## config.mk

```make
export PLATFORM = sky130hd
export DESIGN_NAME = fetch_sequencer
export DESIGN_NICKNAME = d
export VERILOG_FILES = /design/src/rtl/fetch_pkg.sv /design/src/rtl/fetch_sequencer_edge_detect.sv /design/src/rtl/fetch_sequencer.sv
export SDC_FILE = /design/constraint.sdc
export NUM_CORES = 1
export LEC_CHECK = 0
export CORE_MARGIN = 2
export CORE_UTILIZATION = 42
export CTS_CLUSTER_SIZE = 10
export DETAILED_ROUTE_END_ITERATION = 10
export GPL_ROUTABILITY_DRIVEN = 0
export PLACE_DENSITY = 0.81
export SETUP_SLACK_MARGIN = 0.5
export SYNTH_ARGS = -nofsm -noshare
export SYNTH_HDL_FRONTEND = slang
export SYNTH_SLANG_ARGS = --single-unit
```

## constraint.sdc

```tcl
create_clock -name clk -period 2.1 [get_ports clk]
set_input_delay 0.315 -clock clk [delete_from_list [all_inputs] [get_ports clk]]
set_output_delay 0.315 -clock clk [all_outputs]
set_load 0.005 [all_outputs]
```

## src/rtl/fetch_pkg.sv

```systemverilog
// Shared types and constants for the instruction-fetch sequencer.
package fetch_pkg;

  localparam int INST_W = 32;
  localparam logic [31:0] PC_INC = 32'd4;

  typedef enum logic [1:0] {
    IDLE = 2'd0,
    ADDR = 2'd1,
    WAIT = 2'd2,
    SHOW = 2'd3
  } state_e;

endpackage

```

## src/rtl/fetch_sequencer_edge_detect.sv

```systemverilog
// Rising-edge pulse for the debounced step button.
module edge_detect (
  input  logic clk,
  input  logic rst,
  input  logic d_i,
  output logic rise_o
);

  logic d_q;

  always_ff @(posedge clk or negedge rst) begin
    if (!rst) d_q <= 1'b0;
    else      d_q <= d_i;
  end

  assign rise_o = d_i & ~d_q;

endmodule

```

## src/rtl/fetch_sequencer.sv

```systemverilog
// Multi-cycle fetch controller: owns the PC, waits out ROM latency,
// holds one instruction stable and applies jump/branch redirects.
module fetch_sequencer
  import fetch_pkg::*;
#(
  parameter int          ROM_AW  = 4,
  parameter int          ROM_LAT = 1,
  parameter logic [31:0] RST_PC  = 32'd0
) (
  input  logic              clk,
  input  logic              rst,
  input  logic              run,
  input  logic              tick,
  input  logic              step,
  input  logic              jump,
  input  logic              pcsrc,
  input  logic [31:0]       jump_target,
  input  logic [31:0]       branch_target,
  output logic [ROM_AW-1:0] rom_addr,
  input  logic [INST_W-1:0] rom_data,
  output logic [INST_W-1:0] inst,
  output logic              inst_valid,
  output logic [31:0]       pc,
  output logic              busy
);

  localparam int LW = (ROM_LAT > 1) ? $clog2(ROM_LAT) : 1;

  state_e            state_q;
  logic [LW-1:0]     lat_cnt_q;
  logic [31:0]       pc_q;
  logic [31:0]       pc_d;
  logic [31:0]       npc_raw;
  logic [INST_W-1:0] inst_q;
  logic              valid_q;
  logic              step_rise;
  logic              adv;

  edge_detect u_step (
    .clk    (clk),
    .rst    (rst),
    .d_i    (step),
    .rise_o (step_rise)
  );

  assign adv = (run & tick) | step_rise;

  // jump outranks branch; targets are forced word aligned
  always_comb begin
    npc_raw = pc_q + PC_INC;
    if (jump)       npc_raw = jump_target;
    else if (pcsrc) npc_raw = branch_target;
    pc_d = {npc_raw[31:2], 2'b00};
  end

  always_ff @(posedge clk or negedge rst) begin
    if (!rst) begin
      state_q   <= IDLE;
      lat_cnt_q <= '0;
      pc_q      <= RST_PC;
      inst_q    <= '0;
      valid_q   <= 1'b0;
    end else begin
      unique case (state_q)
        IDLE: begin
          valid_q <= 1'b0;
          if (adv) state_q <= ADDR;
        end
        ADDR: begin
          lat_cnt_q <= LW'(ROM_LAT - 1);
          state_q   <= WAIT;
        end
        WAIT: begin
          if (lat_cnt_q == '0) begin
            inst_q  <= rom_data;
            valid_q <= 1'b1;
            state_q <= SHOW;
          end else begin
            lat_cnt_q <= lat_cnt_q - LW'(1);
          end
        end
        SHOW: begin
          if (adv) begin
            pc_q    <= pc_d;
            valid_q <= 1'b0;
            state_q <= ADDR;
          end
        end
        default: state_q <= IDLE;
      endcase
    end
  end

  assign rom_addr   = pc_q[ROM_AW+1:2];
  assign pc         = pc_q;
  assign inst       = inst_q;
  assign inst_valid = valid_q;
  assign busy       = (state_q == ADDR) | (state_q == WAIT);

endmodule

```

After elaboration in Yosys (flattened, before gate mapping)
Index checks and enable logic that the tools add are counted.
{"block": "word_totals", "out_inout_bits": 70, "reg_bits": 67, "wordCells": 38}
{"block": "op_classes", "n_reduce_logical": 8, "muxes": 10, "eq_ne": 6, "bitwise_logic": 6, "addsub": 2}
{"op": "$mux W32", "n": 2}
{"op": "$add A32 B3 Y32 const B", "n": 1}
{"op": "$pmux W2 S3", "n": 1}
{"op": "$reduce_and A2 Y1", "n": 3}
{"op": "$eq A2 B2 Y1 const B", "n": 2}
{"op": "$mux W2", "n": 2}
{"op": "$ne A2 B2 Y1 const B", "n": 2}
{"op": "$mux W1", "n": 3}
{"op": "$pmux W1 S3", "n": 1}
{"op": "$reduce_and A3 Y1", "n": 1}
{"op": "$reduce_bool A3 Y1", "n": 1}
{"op": "$and A1 B1 Y1", "n": 2}
{"op": "$eq A2 B1 Y1 const B", "n": 1}
{"op": "$logic_not A2 Y1", "n": 1}
{"op": "$ne A2 B1 Y1 const B", "n": 1}
{"op": "$not A1 Y1", "n": 2}
{"op": "$or A1 B1 Y1", "n": 2}
{"op": "$pmux W1 S2", "n": 1}
{"op": "$reduce_bool A2 Y1", "n": 1}
{"op": "$reduce_or A2 Y1", "n": 1}
{"op": "$sub A1 B1 Y1 const B", "n": 1}

Depth between registers and ports, before layout
Gate-level depths: netlist of the first run.
{"block": "logic_depth", "depth_word": 5, "mapped_depth": 7, "mapped_depth_nobuf": 6}

Modules after synthesis
Synthesis of the first run repeated with hierarchy kept, for this count alone.
{"block": "hier_totals", "hier_cells": 377, "area_unflattened_um2": 3682.3}
{"module": "fetch_sequencer", "cells_per_inst": 375, "instances": 1, "seq_area_each_um2": 1626.6, "area_each_um2": 3643.5}
{"module": "edge_detect", "cells_per_inst": 2, "instances": 1, "seq_area_each_um2": 25.0, "area_each_um2": 38.8}

Worst setup path before layout of the first run
Ideal clock, no wire load.
{"block": "synth_timing", "kind": "reg-to-reg", "from": "register pc_q[10] (netlist: pc[10])", "to": "register pc_q[31] (netlist: pc[31])", "path_stages_with_launch": 7, "setup_slack_ns": 0.199, "t_required_ns": 1.980, "arrival_time_ns": 1.781, "setup_ns": 0.120, "period_less_slack_ns": 1.901, "path_cell_list": "dfrtp_1 > buf_4 > nand4_4 > or4_4 > nor4b_4 > nand4_1 > o211a_1"}
{"block": "synth_between", "elab_chain_cells": 3}
{"element": "start: declaration", "line_no": "fetch_sequencer.sv:31", "text": "logic [31:0] pc_q;"}
{"element": "start signal: assignment", "line_no": "fetch_sequencer.sv:84", "text": "pc_q <= pc_d;"}
{"element": "$add A32 B3 Y32", "line_no": "fetch_sequencer.sv:50", "text": "npc_raw = pc_q + PC_INC;"}
{"element": "$mux W32", "line_no": "fetch_sequencer.sv:52", "text": "else if (pcsrc) npc_raw = branch_target;"}
{"element": "$mux W32", "line_no": "fetch_sequencer.sv:51", "text": "if (jump) npc_raw = jump_target;"}
Every way passes these cells.
A chain may end at the register's enable or synchronous reset.

Final worst setup path of the first run
Ends and elaborated chain as after synthesis.

==> reports/results.tsv, run 1 <==
stage	metric	value	unit
sta	slew_viol_final	0	
grt	top_usage_layer	met2	
floorplan	dieHeight	98.4	um
power	p_per_area	1220	mW/mm2
outcome	outcome	finished, final reports clean	
floorplan	ios	173	
floorplan	placeableCoreArea	0.00868	mm2
grt	grt_pass1_vias	4355	
sta	timing.fmax	524	MHz
setup_path	cp_num_buf_inv	0	
placement	dpl_worst_slack	31.1	ps
synth	synth_seq_area_share	0.441	
sta	fin_skew	10.1	ps
synth	yosys_warnings	0	
cts	root_buffer	clkbuf_8	
cts	cts.clk_slew.worst_paths	80	ps
sta	post-route-period-util	0.910	
setup_path	path_delay_family	simple AND/OR/NAND/NOR gates	
sta	worst_slew_pin_slew	752	ps
setup_path	path_cells	nand4_4 > or4_4 > nor4b_4 > nand4_1 > o211a_1	
setup_path	cp-start-kind	flop	
cts	numCtsBuffers	9	
synth	synth-main-ff-cell	dfrtp_1	
cts	cts_tree	done	
setup_path	crit_arrival	2150	ps
setup_path	cp-end-kind	flop	
power	power.leakage	2.80	nW
synth	ys_types	64	
setup_path	critPathKind	reg2reg	
setup_path	rrSetupSlack	190	ps
synth	synth_edf_count	0	
detailed_routing	drc	0	
cells_and_area	post-route-util	0.747	
setup_path	crit_path_max_incr_delay	530	ps
detailed_routing	routed_wl	13900	um
synth	synth.avg_cell_area	9.77	um2
placement	hpwl	9190	um
power	irDropWorstVdd	707	uV
cells_and_area	fin_nets	715	
detailed_routing	vias	4217	
flow_run	drv_cap	0	
synth	synth_top_area_share	0.441	
floorplan	start_util	0.431	
detailed_routing	via_per_inst	5.85	
hold_path	hp-class	in2async	
cts	cts_max_path_buffers	2	
grt	groute.usage.overall	0.275	
sta	whs	31.7	ps
setup_path	crit_cells	5	
grt	grt_use_met3	0.0496	
synth	yosysTopAreaCell	dfrtp_1	
placement	io_buffer_count	166	
grt	met1_usage	0.342	
cells_and_area	drive_gt1_frac	0.276	
sta	slew_headroom	0.499	
grt	grt_antenna_before_repair	0	
sta	finalHoldViolCount	0	
synth	syn-cell-area	0.00374	mm2
cts	cts.sinks	66	
sta	final.setup.worst_slack	190	ps
cells_and_area	diodes	0	
synth	synth-async-reset-ratio	1.00	
sta	fin_tns_setup	0	ps
grt	grtUsageMet2	0.459	
cts	clock_latency	350	ps
setup_path	worstRegToRegCells	5	
sta	post-route-min-period	1910	ps
setup_path	cp_max_fo	4	
synth	synthCells	383	
sta	rsz0062_at_grt	yes	
detailed_routing	postRouteAntennaNets	0	
cts	h-tree-depth	3	
sta	setup_viol	0	
setup_path	cpMaxStageDelayCell	or4_4	
floorplan	die_x	98.4	um
setup_path	crit_required	2340	ps
detailed_routing	drt_pass1_iterations	5	
synth	synth-seq-cells	66	
synth	synth_area_leaders	dfrtp_1 (44%), mux2_2 (9.9%), o21ai_0 (3.9%)	
grt	grt_start_max_net_pins	41	
floorplan	rows	34	
cells_and_area	area_growth	73.2	%
grt	overflow	0	
grt	grt_first_pass_wirelength	21300	um
detailed_routing	first_iter_violations	379	
floorplan	die-area	0.00968	mm2
detailed_routing	drt-wirelength-per-cell	19.2	um
cell type report:
type,count,area [um2]
multi-input cells,282,2170
inverters,6,22.5
flip-flops and latches,66,1650
clock buffers,11,131
well taps,108,135
fillers,601,2190
clock inverters,5,78.8
repair buffers,243,2290
power by group:
group          internal, mW  leakage, nW  total, mW  switching, mW
clock network         0.668        0.107       1.18          0.513
logic                  2.59         1.91       4.38           1.79
registers              1.90        0.780       2.34          0.435
total                  5.16         2.80       7.90           2.74
stage by stage:
| stage | std cells | instance area (um2) | total power [mW] |
|---|---|---|---|
| after CTS | 715 | 6270 | 7.62 |
| after global routing | 721 | 6480 | 8.33 |
| after floorplan | 384 | 3750 | 3.92 |
| after detailed placement | 665 | 5710 | 6.09 |
| final | 721 | 6480 | 7.90 |
| after global placement | 665 | 5710 | 5.95 |
worst paths after layout:
| path | startpoint | to |
|---|---|---|
| hold reg to reg | inst[17] | inst[17] |
| setup reg to reg | pc[10] | pc[31] |
| min in group clk | step | u_step.d_q |
| max in group asynchronous | rst | pc[22] |
| setup / recovery | pc[10] | pc[31] |
| hold / removal | rst | inst[24] |
kinds of logic after synthesis:
| group | share of synthesized area |
|---|---|
| buffers and inverters | 0.0438 |
| and+or+nand+nor | 0.162 |
| AOI/OAI and AO/OA | 0.210 |
| DFF | 0.441 |
| muxes | 0.110 |
| xor gates and xnor gates | 0.0187 |
| other | 0.00100 |
| adders and majority gates | 0.0134 |
cells in the mapped netlist (all sizes together), types with 6 or more instances:
cell and number:
o21ai 31, buf 9, clkbuf 21, nor3 6
nand3 9, nor4 8, a21oi 25, mux2 33
nand2 33, a31oi 7, nor2 26, nand4 7
dfrtp 66, and3 11
sequential cells by signal (all words and copies together), names as in the netlist:
register    flops
inst           32
inst_valid      1
pc             30
state_q         2
u_step.d_q      1
what timing repair did:
item	4_1_cts	5_1_grt
buffers inserted	34	6
hold buffers	0	0
pin swaps	15	21
endpoints found under the hold margin	0	0
endpoints found under the setup margin	50	38
gates resized for setup	58	47
cells in the final DEF, fill, tap and decap left out, types with 5 or more instances in the layout:
master,n
nor2_1,23
o21ai_0,20
clkdlybuf4s15_1,8
nand3_1,7
clkbuf_8,9
clkdlybuf4s50_1,135
nand4_1,6
mux2_2,33
a222oi_1,5
o21ai_1,10
and3_1,9
buf_6,11
nand2_1,29
dlygate4sd2_1,15
a21oi_1,25
dfrtp_1,64
buf_4,64
inv_1,5
xnor2_1,5
dlymetal6s2s_1,6
a31oi_1,6
o2bb2ai_1,5
routing by layer:
metal | vias to the layer above | part of all wire
met5 | - | 0
met4 | 0 | 0.032
met3 | 48 | 0.079
met2 | 271 | 0.51
met1 | 2013 | 0.38
li1 | 1885 | -
No activity file was read; power rests on OpenSTA's default activity.
==> run 2: changes to the inputs <==
--- a/config.mk
+++ b/config.mk
@@ -12,6 +12,7 @@
 export GPL_ROUTABILITY_DRIVEN = 0
 export PLACE_DENSITY = 0.81
 export SETUP_SLACK_MARGIN = 0.5
+export SLEW_MARGIN = 10
 export SYNTH_ARGS = -nofsm -noshare
 export SYNTH_HDL_FRONTEND = slang
 export SYNTH_SLANG_ARGS = --single-unit
==> results of run 2 <==
The final DEF is identical to that of run 1; final timing and power are the same.
